[src/rtl/bcd_pkg.sv]
// rtl/bcd_pkg.sv - shared definitions for the sequential BCD-to-binary converter
//
// Purpose: FSM state encoding, the largest legal BCD digit and the
//          accumulator width derivation used by bcd2bin_seq and bcd_digit_mac.
// Ports:   none (package).
package bcd_pkg;

  typedef enum logic [1:0] {
    IDLE    = 2'd0,
    CONVERT = 2'd1,
    DONE    = 2'd2
  } state_t;

  localparam int BCD_MAX_DIGIT = 9;

  // 4 bits per digit always covers 10^digits-1, so the
  // acc*10+d recurrence never wraps.
  function automatic int acc_width(input int digits);
    return 4 * digits;
  endfunction

endpackage

[src/rtl/bcd_digit_mac.sv]
// rtl/bcd_digit_mac.sv - combinational acc*10+digit step with invalid-digit flag
//
// Purpose: one step of the most-significant-digit-first BCD conversion.
// Ports:
//   acc    in  ACC_W  running accumulator
//   digit  in  4      BCD digit to fold in
//   result out ACC_W  acc*10 + digit (digit forced to 0 when invalid)
//   bad    out 1      digit was greater than 9
module bcd_digit_mac import bcd_pkg::*; #(
  parameter int ACC_W = 8
) (
  input  logic [ACC_W-1:0] acc,
  input  logic [3:0]       digit,
  output logic [ACC_W-1:0] result,
  output logic             bad
);

  logic [ACC_W+3:0] wide;
  logic [3:0]       d_eff;

  always_comb begin
    bad    = (digit > 4'(BCD_MAX_DIGIT));
    d_eff  = bad ? 4'd0 : digit;
    // acc*10 as (acc<<3)+(acc<<1); kept wide, then truncated since the
    // accumulator width already bounds the true result.
    wide   = ({4'd0, acc} << 3) + ({4'd0, acc} << 1) + (ACC_W + 4)'(d_eff);
    result = wide[ACC_W-1:0];
  end

endmodule

[src/rtl/bcd2bin_seq.sv]
// rtl/bcd2bin_seq.sv - sequential sign-magnitude BCD to binary converter
//
// Purpose: converts DIGITS BCD digits (MSD first, one per clock) to a
//          saturated BIN_W-bit magnitude, output as sign-magnitude or
//          two's complement, with valid/ready on both sides.
// Ports:
//   clk, rst   clock, synchronous active-high reset
//   in_valid   in   input word valid
//   in_ready   out  converter idle and accepting
//   in_bcd     in   4*DIGITS BCD digits, digit 0 in [3:0]
//   in_sign    in   1 = negative
//   out_valid  out  result valid
//   out_ready  in   downstream accepts result
//   out_data   out  BIN_W+1 bit result
//   out_err    out  some digit was > 9
//   out_ovf    out  magnitude saturated to 2^BIN_W-1
module bcd2bin_seq import bcd_pkg::*; #(
  parameter int DIGITS    = 2,
  parameter int BIN_W     = 8,
  parameter bit TWOS_COMP = 1'b0
) (
  input  logic                clk,
  input  logic                rst,
  input  logic                in_valid,
  output logic                in_ready,
  input  logic [4*DIGITS-1:0] in_bcd,
  input  logic                in_sign,
  output logic                out_valid,
  input  logic                out_ready,
  output logic [BIN_W:0]      out_data,
  output logic                out_err,
  output logic                out_ovf
);

  localparam int ACC_W = acc_width(DIGITS);
  localparam int CNT_W = $clog2(DIGITS + 1);
  localparam int CMP_W = (ACC_W > BIN_W) ? ACC_W : BIN_W;
  localparam logic [CNT_W-1:0] LAST = CNT_W'(DIGITS - 1);

  state_t             state, state_next;
  logic [ACC_W-1:0]   bcd_sh, acc, mac_result;
  logic [CNT_W-1:0]   cnt;
  logic               sign, err, mac_bad;
  logic               accept, last_digit;
  logic [CMP_W-1:0]   acc_ext;
  logic               sat, neg;
  logic [BIN_W-1:0]   mag;
  logic [BIN_W:0]     result;

  // Captured digits are shifted left each step, so the top nibble is
  // always digit DIGITS-1-cnt.
  bcd_digit_mac #(.ACC_W(ACC_W)) u_mac (
    .acc    (acc),
    .digit  (bcd_sh[ACC_W-1 -: 4]),
    .result (mac_result),
    .bad    (mac_bad)
  );

  always_ff @(posedge clk) begin
    if (rst) state <= IDLE;
    else     state <= state_next;
  end

  always_comb begin
    state_next = state;
    in_ready   = 1'b0;
    out_valid  = 1'b0;
    case (state)
      IDLE: begin
        in_ready = 1'b1;
        if (in_valid) state_next = CONVERT;
      end
      CONVERT: begin
        if (cnt == LAST) state_next = DONE;
      end
      DONE: begin
        out_valid = 1'b1;
        if (out_ready) state_next = IDLE;
      end
      default: state_next = IDLE;
    endcase
  end

  assign accept     = in_valid && in_ready;
  assign last_digit = (state == CONVERT) && (cnt == LAST);

  // Output formatting works on the MAC output so the result is
  // registered on the same edge that folds in the last digit.
  always_comb begin
    acc_ext = CMP_W'(mac_result);
    sat     = |(acc_ext >> BIN_W);
    mag     = sat ? '1 : acc_ext[BIN_W-1:0];
    neg     = sign && (mag != '0);   // -0 is reported as +0
    if (TWOS_COMP) result = neg ? -{1'b0, mag} : {1'b0, mag};
    else           result = {neg, mag};
  end

  always_ff @(posedge clk) begin
    if (rst) begin
      acc      <= '0;
      cnt      <= '0;
      bcd_sh   <= '0;
      sign     <= 1'b0;
      err      <= 1'b0;
      out_data <= '0;
      out_err  <= 1'b0;
      out_ovf  <= 1'b0;
    end else if (accept) begin
      bcd_sh <= in_bcd;
      sign   <= in_sign;
      acc    <= '0;
      cnt    <= '0;
      err    <= 1'b0;
    end else if (state == CONVERT) begin
      acc    <= mac_result;
      bcd_sh <= bcd_sh << 4;
      cnt    <= cnt + 1'b1;
      err    <= err | mac_bad;
      if (last_digit) begin
        out_data <= result;
        out_err  <= err | mac_bad;
        out_ovf  <= sat;
      end
    end
  end

endmodule

[config.mk]
export PLATFORM = sky130hd
export DESIGN_NAME = bcd2bin_seq
export DESIGN_NICKNAME = d
export VERILOG_FILES = /design/src/rtl/bcd_pkg.sv /design/src/rtl/bcd_digit_mac.sv /design/src/rtl/bcd2bin_seq.sv
export SDC_FILE = /design/constraint.sdc
export NUM_CORES = 1
export LEC_CHECK = 0
export BUFFER_PORTS_ARGS = -buffer_cell sky130_fd_sc_hd__clkbuf_2
export CELL_PAD_IN_SITES_DETAIL_PLACEMENT = 2
export CELL_PAD_IN_SITES_GLOBAL_PLACEMENT = 2
export CORE_MARGIN = 8
export CORE_UTILIZATION = 32
export DETAILED_ROUTE_END_ITERATION = 8
export PLACE_DENSITY = 0.87
export SLEW_MARGIN = 20
export SYNTH_ARGS = -nofsm -noshare
export SYNTH_HDL_FRONTEND = slang
export SYNTH_SLANG_ARGS = --single-unit
[constraint.sdc]
create_clock -name clk -period 3.34 [get_ports clk]
set_clock_uncertainty 0.1 [all_clocks]
set_input_delay 0.835 -clock clk [delete_from_list [all_inputs] [get_ports clk]]
set_output_delay 0.835 -clock clk [all_outputs]
set_load 0.05 [all_outputs]
# Word-level counts from Yosys, hierarchy flattened
# Index checks and enable logic that the tools add are counted.
classes:
  addsub: 3
  n_lt_le_gt_ge: 1
  eq_ne: 6
  n_mux: 9
  bitwise_logic: 2
  reduce_logical: 9
ops:
  columns: ["op", "count"]
  rows:
  - ["8-bit 2-to-1 mux", 2]
  - ["8-bit by 4-bit adder with 8-bit output", 1]
  - ["8-bit adder", 1]
  - ["8-bit nonzero test", 1]
  - ["2-bit 2-to-1 mux", 3]
  - ["2-bit case mux with 3 select lines", 1]
  - ["3-bit AND reduction", 2]
  - ["2-bit by 1-bit == test with 1-bit output, second input constant", 2]
  - ["4-bit greater-than comparator, second input constant", 1]
  - ["4-bit 2-to-1 mux", 1]
  - ["2-bit != test, second input constant", 2]
  - ["1-bit logical AND", 3]
  - ["2-bit by 1-bit adder with 2-bit output, second input constant", 1]
  - ["2-bit == test, second input constant", 1]
  - ["2-bit zero test", 1]
  - ["1-bit 2-to-1 mux", 2]
  - ["2-bit by 1-bit != test with 1-bit output, second input constant", 1]
  - ["2-bit nonzero test", 1]
  - ["2-bit OR reduction", 1]
  - ["1-bit inverter", 1]
  - ["1-bit bitwise OR", 1]
totals:
  ff_bits: 31
  input_bits: 13
  output_inout_bits: 13
  word_cells: 38

# Logic depth before layout (Yosys ltp)
logic_depth:
  depth_word: 5
  ltp_mapped: 10
  mapped_depth_nobuf: 10

# Hierarchy
# A second synthesis with hierarchy kept.
hier_totals:
  hier_cells: 183
  area_unflattened_um2: 1641.6
by_module_without_submodules:
  columns: ["module", "n_inst", "cells_per_inst", "area_each_um2", "seq_area_each_um2"]
  rows:
  - ["bcd2bin_seq", 1, 147, 1316.3, 640.6]
  - ["bcd_digit_mac", 1, 36, 325.3, 0.0]

# Worst setup path after synthesis
# No wires, ideal clock.
synth_timing:
  path_type: "register to register"
  startpoint: "register bcd_sh[5]"
  endpoint: "register out_data[8]"
  setup_ns: 0.088
  arrival_ns: 2.227
  required_ns: 3.152
  path_slack_ns: 0.925
  stages_incl_launch_ff: 11
  n_path_buf: 0
  synth_period_minus_slack_ns: 2.415
  path_cell_list: "dfxtp_1 nor2_1 nand2_1 fa_1 inv_1 fa_1 a21o_1 a21oi_1 xnor2_1 nor2_1 a311oi_2"
synth_between:
  elab_chain_len: 5
synth_rtl:
  columns: ["element", "line_no", "text"]
  rows:
  - ["start: declaration", "bcd2bin_seq.sv:41", "logic [ACC_W-1:0] bcd_sh, acc, mac_result;"]
  - ["start signal: assignment", "bcd2bin_seq.sv:109", "bcd_sh <= in_bcd;"]
  - ["start signal: assignment", "bcd2bin_seq.sv:116", "bcd_sh <= bcd_sh << 4;"]
  - ["4-bit greater-than comparator", "bcd_digit_mac.sv:22", "bad = (digit > 4'(BCD_MAX_DIGIT));"]
  - ["4-bit 2-to-1 mux (*)", "bcd_digit_mac.sv:23", "d_eff = bad ? 4'd0 : digit;"]
  - ["8-bit by 4-bit adder with 8-bit output (*)", "bcd_digit_mac.sv:26", "wide = ({4'd0, acc} << 3) + ({4'd0, acc} << 1) + (ACC_W + 4)'(d_eff);"]
  - ["8-bit nonzero test (*)", "bcd2bin_seq.sv:93", "neg = sign && (mag != '0);"]
  - ["1-bit logical AND (*)", "bcd2bin_seq.sv:93", null]
  - ["end signal: assignment", "bcd2bin_seq.sv:120", "out_data <= result;"]
  - ["end: declaration", "bcd2bin_seq.sv:30", "output logic [BIN_W:0] out_data,"]
# Every way passes the cells marked *; elsewhere a longest branch is shown, timed or not.
# A chain may end at the register's enable or synchronous reset.

# Worst setup path after layout
# Same ends and word-level chain as after synthesis.

==> results.py <==
metrics = {
    "grt": {
        "grt_pass1_vias": 1489,
        "grt_usage": 0.1346,
        "grt_max_degree": 24,
        "gr-total-overflow": 0,
        "grt_pass1_wl_um": 7438,
        "antenna_found_initial": 0,
    },
    "critical_path": {
        "worst_ep_required_time_ns": 3.44,
        "cp-start-kind": "register",
        "critPathCaptureType": "register",
        "cp.arrival_ns": 2.78,
        "cp_max_fo": 4,
        "critPathKind": "register to register",
    },
    "floorplan": {
        "start_util": 0.3257,
        "core_area_sq_um": 4629,
        "dieArea_sq_um": 7164,
        "die_w_um": 84.64,
        "placementRows": 25,
        "io_pins": 26,
        "die_h_um": 84.64,
    },
    "clocking": {
        "cts_max_level": 2,
        "cts_resized": 0,
        "post_cts_buffers": 0,
        "ctsHoldBuffers": 0,
        "cts_buffers": 5,
        "path_clk_slew_ns": 0.06,
        "cts.sinks": 31,
        "cts.path.max_buffers": 2,
        "cts_tree": "yes",
        "insertion_delay_ns": 0.29,
        "cts_root_buffer": "clkbuf_8",
    },
    "power": {
        "pwr_density_cell_nw_per_um2": 480.8,
        "vdd_drop_max_mv": 0.2509,
        "p_leak_nw": 0.7690,
    },
    "drt": {
        "drt-total-wl_um": 4505,
        "detail-route-antenna-nets": 0,
        "dr.pass1.iters": 4,
        "detail_route.wl_per_cell_um": 17.53,
        "drc": 0,
        "drt_iter0_drc": 22,
        "routed-via-count": 1299,
        "viasPerCell": 5.054,
    },
    "placed_design": {
        "io_buffers": 24,
        "dp_hpwl_um": 3324,
        "dpl_cell_area_sq_um": 1648,
        "gp_congestion": 0.7949,
    },
    "layout": {
        "drive_above_1_share": 0.1823,
        "diodes": 0,
        "n_fill_cell": 548,
        "nets": 228,
        "synthToLayoutAreaGrowth_pct": 15.93,
        "multi_input_area_sq_um": 813.3,
        "seq_area_sq_um": 620.6,
        "fin_area_sq_um": 1748,
    },
    "sta": {
        "slew_violations": 0,
        "min_period_over_period": 0.8027,
        "fmax_mhz": 373.0,
        "hold_viol": 0,
        "maxSlewHeadroom": 0.6235,
        "rsz0062_at_grt": "no",
        "setup_viol": 0,
        "worst_pin_slew_ns": 0.5648,
        "period_needed_ns": 2.681,
        "setup_tns_ns": 0,
    },
    "yosys": {
        "synth_seq_cells": 31,
        "yosysWarnings": 0,
        "ys_seq_area_frac": 0.4116,
        "syn_avg_cell_area_sq_um": 8.376,
        "syn_area_sq_um": 1508,
        "syn_inst": 180,
        "ys_types": 34,
        "syn_nets": 206,
    },
    "flow_run": {
        "max_cap_violations": 0,
    },
    "outcome": {
        "status": "complete, no violations",
    },
    "min_path": {
        "hold_class": "register to register",
    },
}
==> worst paths after layout <==
check	from	to	slack [ns]	cells past startpoint
worst min register to register	out_data[5]	out_data[5]	0.36	2
worst max-delay path	bcd_sh[5]	out_data[8]	0.66	10
worst min-delay path	out_data[5]	out_data[5]	0.36	2
worst max register to register	bcd_sh[5]	out_data[8]	0.66	10
==> state kept, by name, summed over array words and instances (netlist names) <==
register	flops
err	1
acc	7
out_data	9
state	2
cnt	2
out_err	1
bcd_sh	8
sign	1
==> synthesized netlist by cell type, drive strengths merged <==
| cell | count | share of area |
|---|---|---|
| o21a | 1 | 0.0050 |
| inv | 5 | 0.012 |
| xor2 | 3 | 0.017 |
| nor3 | 5 | 0.017 |
| xnor2 | 4 | 0.023 |
| o21ai | 1 | 0.0033 |
| nor2b | 4 | 0.017 |
| nand3 | 4 | 0.013 |
| o31ai | 1 | 0.0083 |
| dfxtp | 31 | 0.41 |
| fa | 2 | 0.027 |
| nor2 | 21 | 0.052 |
| o21bai | 1 | 0.0050 |
| nand3b | 1 | 0.0050 |
| a21oi | 25 | 0.085 |
| nand2 | 33 | 0.084 |
| a21o | 1 | 0.0050 |
| ha | 11 | 0.091 |
| mux2i | 1 | 0.0066 |
| and2 | 2 | 0.0083 |
| conb | 1 | 0.0025 |
| a211oi | 2 | 0.013 |
| clkbuf | 2 | 0.0050 |
| a311oi | 1 | 0.010 |
| nand2b | 4 | 0.017 |
| buf | 8 | 0.032 |
| a22oi | 4 | 0.020 |
| and3 | 1 | 0.0042 |
==> cells by family (layout without fill, tap and decap cells) <==
kind of cell,after synthesis,in the layout,synth area share
adders and majority gates,13,13,0.1178
xor gates and xnor gates,7,7,0.04066
AOI/OAI and AO/OA,37,37,0.1552
muxes,1,1,0.006639
other,1,1,0.002487
DFF,31,31,0.4116
and+or+nand+nor,75,75,0.2166
buffers and inverters,15,38,0.04896
==> per-layer routing <==
layer / part of all wire / vias up / global-route usage
li1: - / 640 / -
met1: 0.42 / 628 / 0.1437
met2: 0.53 / 24 / 0.2369
met3: 0.038 / 7 / 0.04683
met4: 0.015 / 0 / 0.05178
met5: 0 / - / 0
==> final cells by class <==
type,count,area share
well taps,54,0.03865
flip-flops and latches,31,0.3550
multi-input cells,134,0.4653
inverters,5,0.01074
repair buffers,25,0.07301
clock buffers,8,0.05727
==> power by group <==
part / switching, mW / total, mW / internal [mW]
combinational: 0.0801 / 0.117 / 0.0372
sequential: 0.0107 / 0.395 / 0.384
clock: 0.140 / 0.328 / 0.188
==> stage by stage <==
step | setup WS (ns) | total power [mW] | util | hold WS [ns] | cells
floorplan | 0.9250 | 0.4859 | - | 0.3357 | 180
global route | 0.4781 | 0.8853 | 0.3776 | 0.3838 | 257
finish | 0.6589 | 0.8404 | 0.3776 | 0.3580 | 257
detailed placement | 0.6486 | 0.5213 | 0.3559 | 0.3513 | 249
global placement | 0.8161 | 0.5127 | 0.3559 | 0.3443 | 249
CTS | 0.6517 | 0.8586 | 0.3776 | 0.3611 | 257
==> worst max-delay path, stage by stage (launching register included) <==
cell and delay [ns]:
dfxtp_1 0.33, nor2_1 0.12, nand2_1 0.08, fa_1 0.49, inv_1 0.07, fa_1 0.43
a21o_1 0.19, a21oi_1 0.18, xnor2_1 0.23, nor2_1 0.12, a311oi_2 0.25
==> placed cells by master, fill, tap and decap left out, types with 5 or more instances in the layout <==
cell type,count
a21oi_1,24
clkbuf_2,24
clkbuf_8,7
dfxtp_1,31
ha_1,11
inv_1,5
nand2_1,32
nor2_1,21
nor3_1,5
Note: power is estimated with default switching activity, not from simulation.
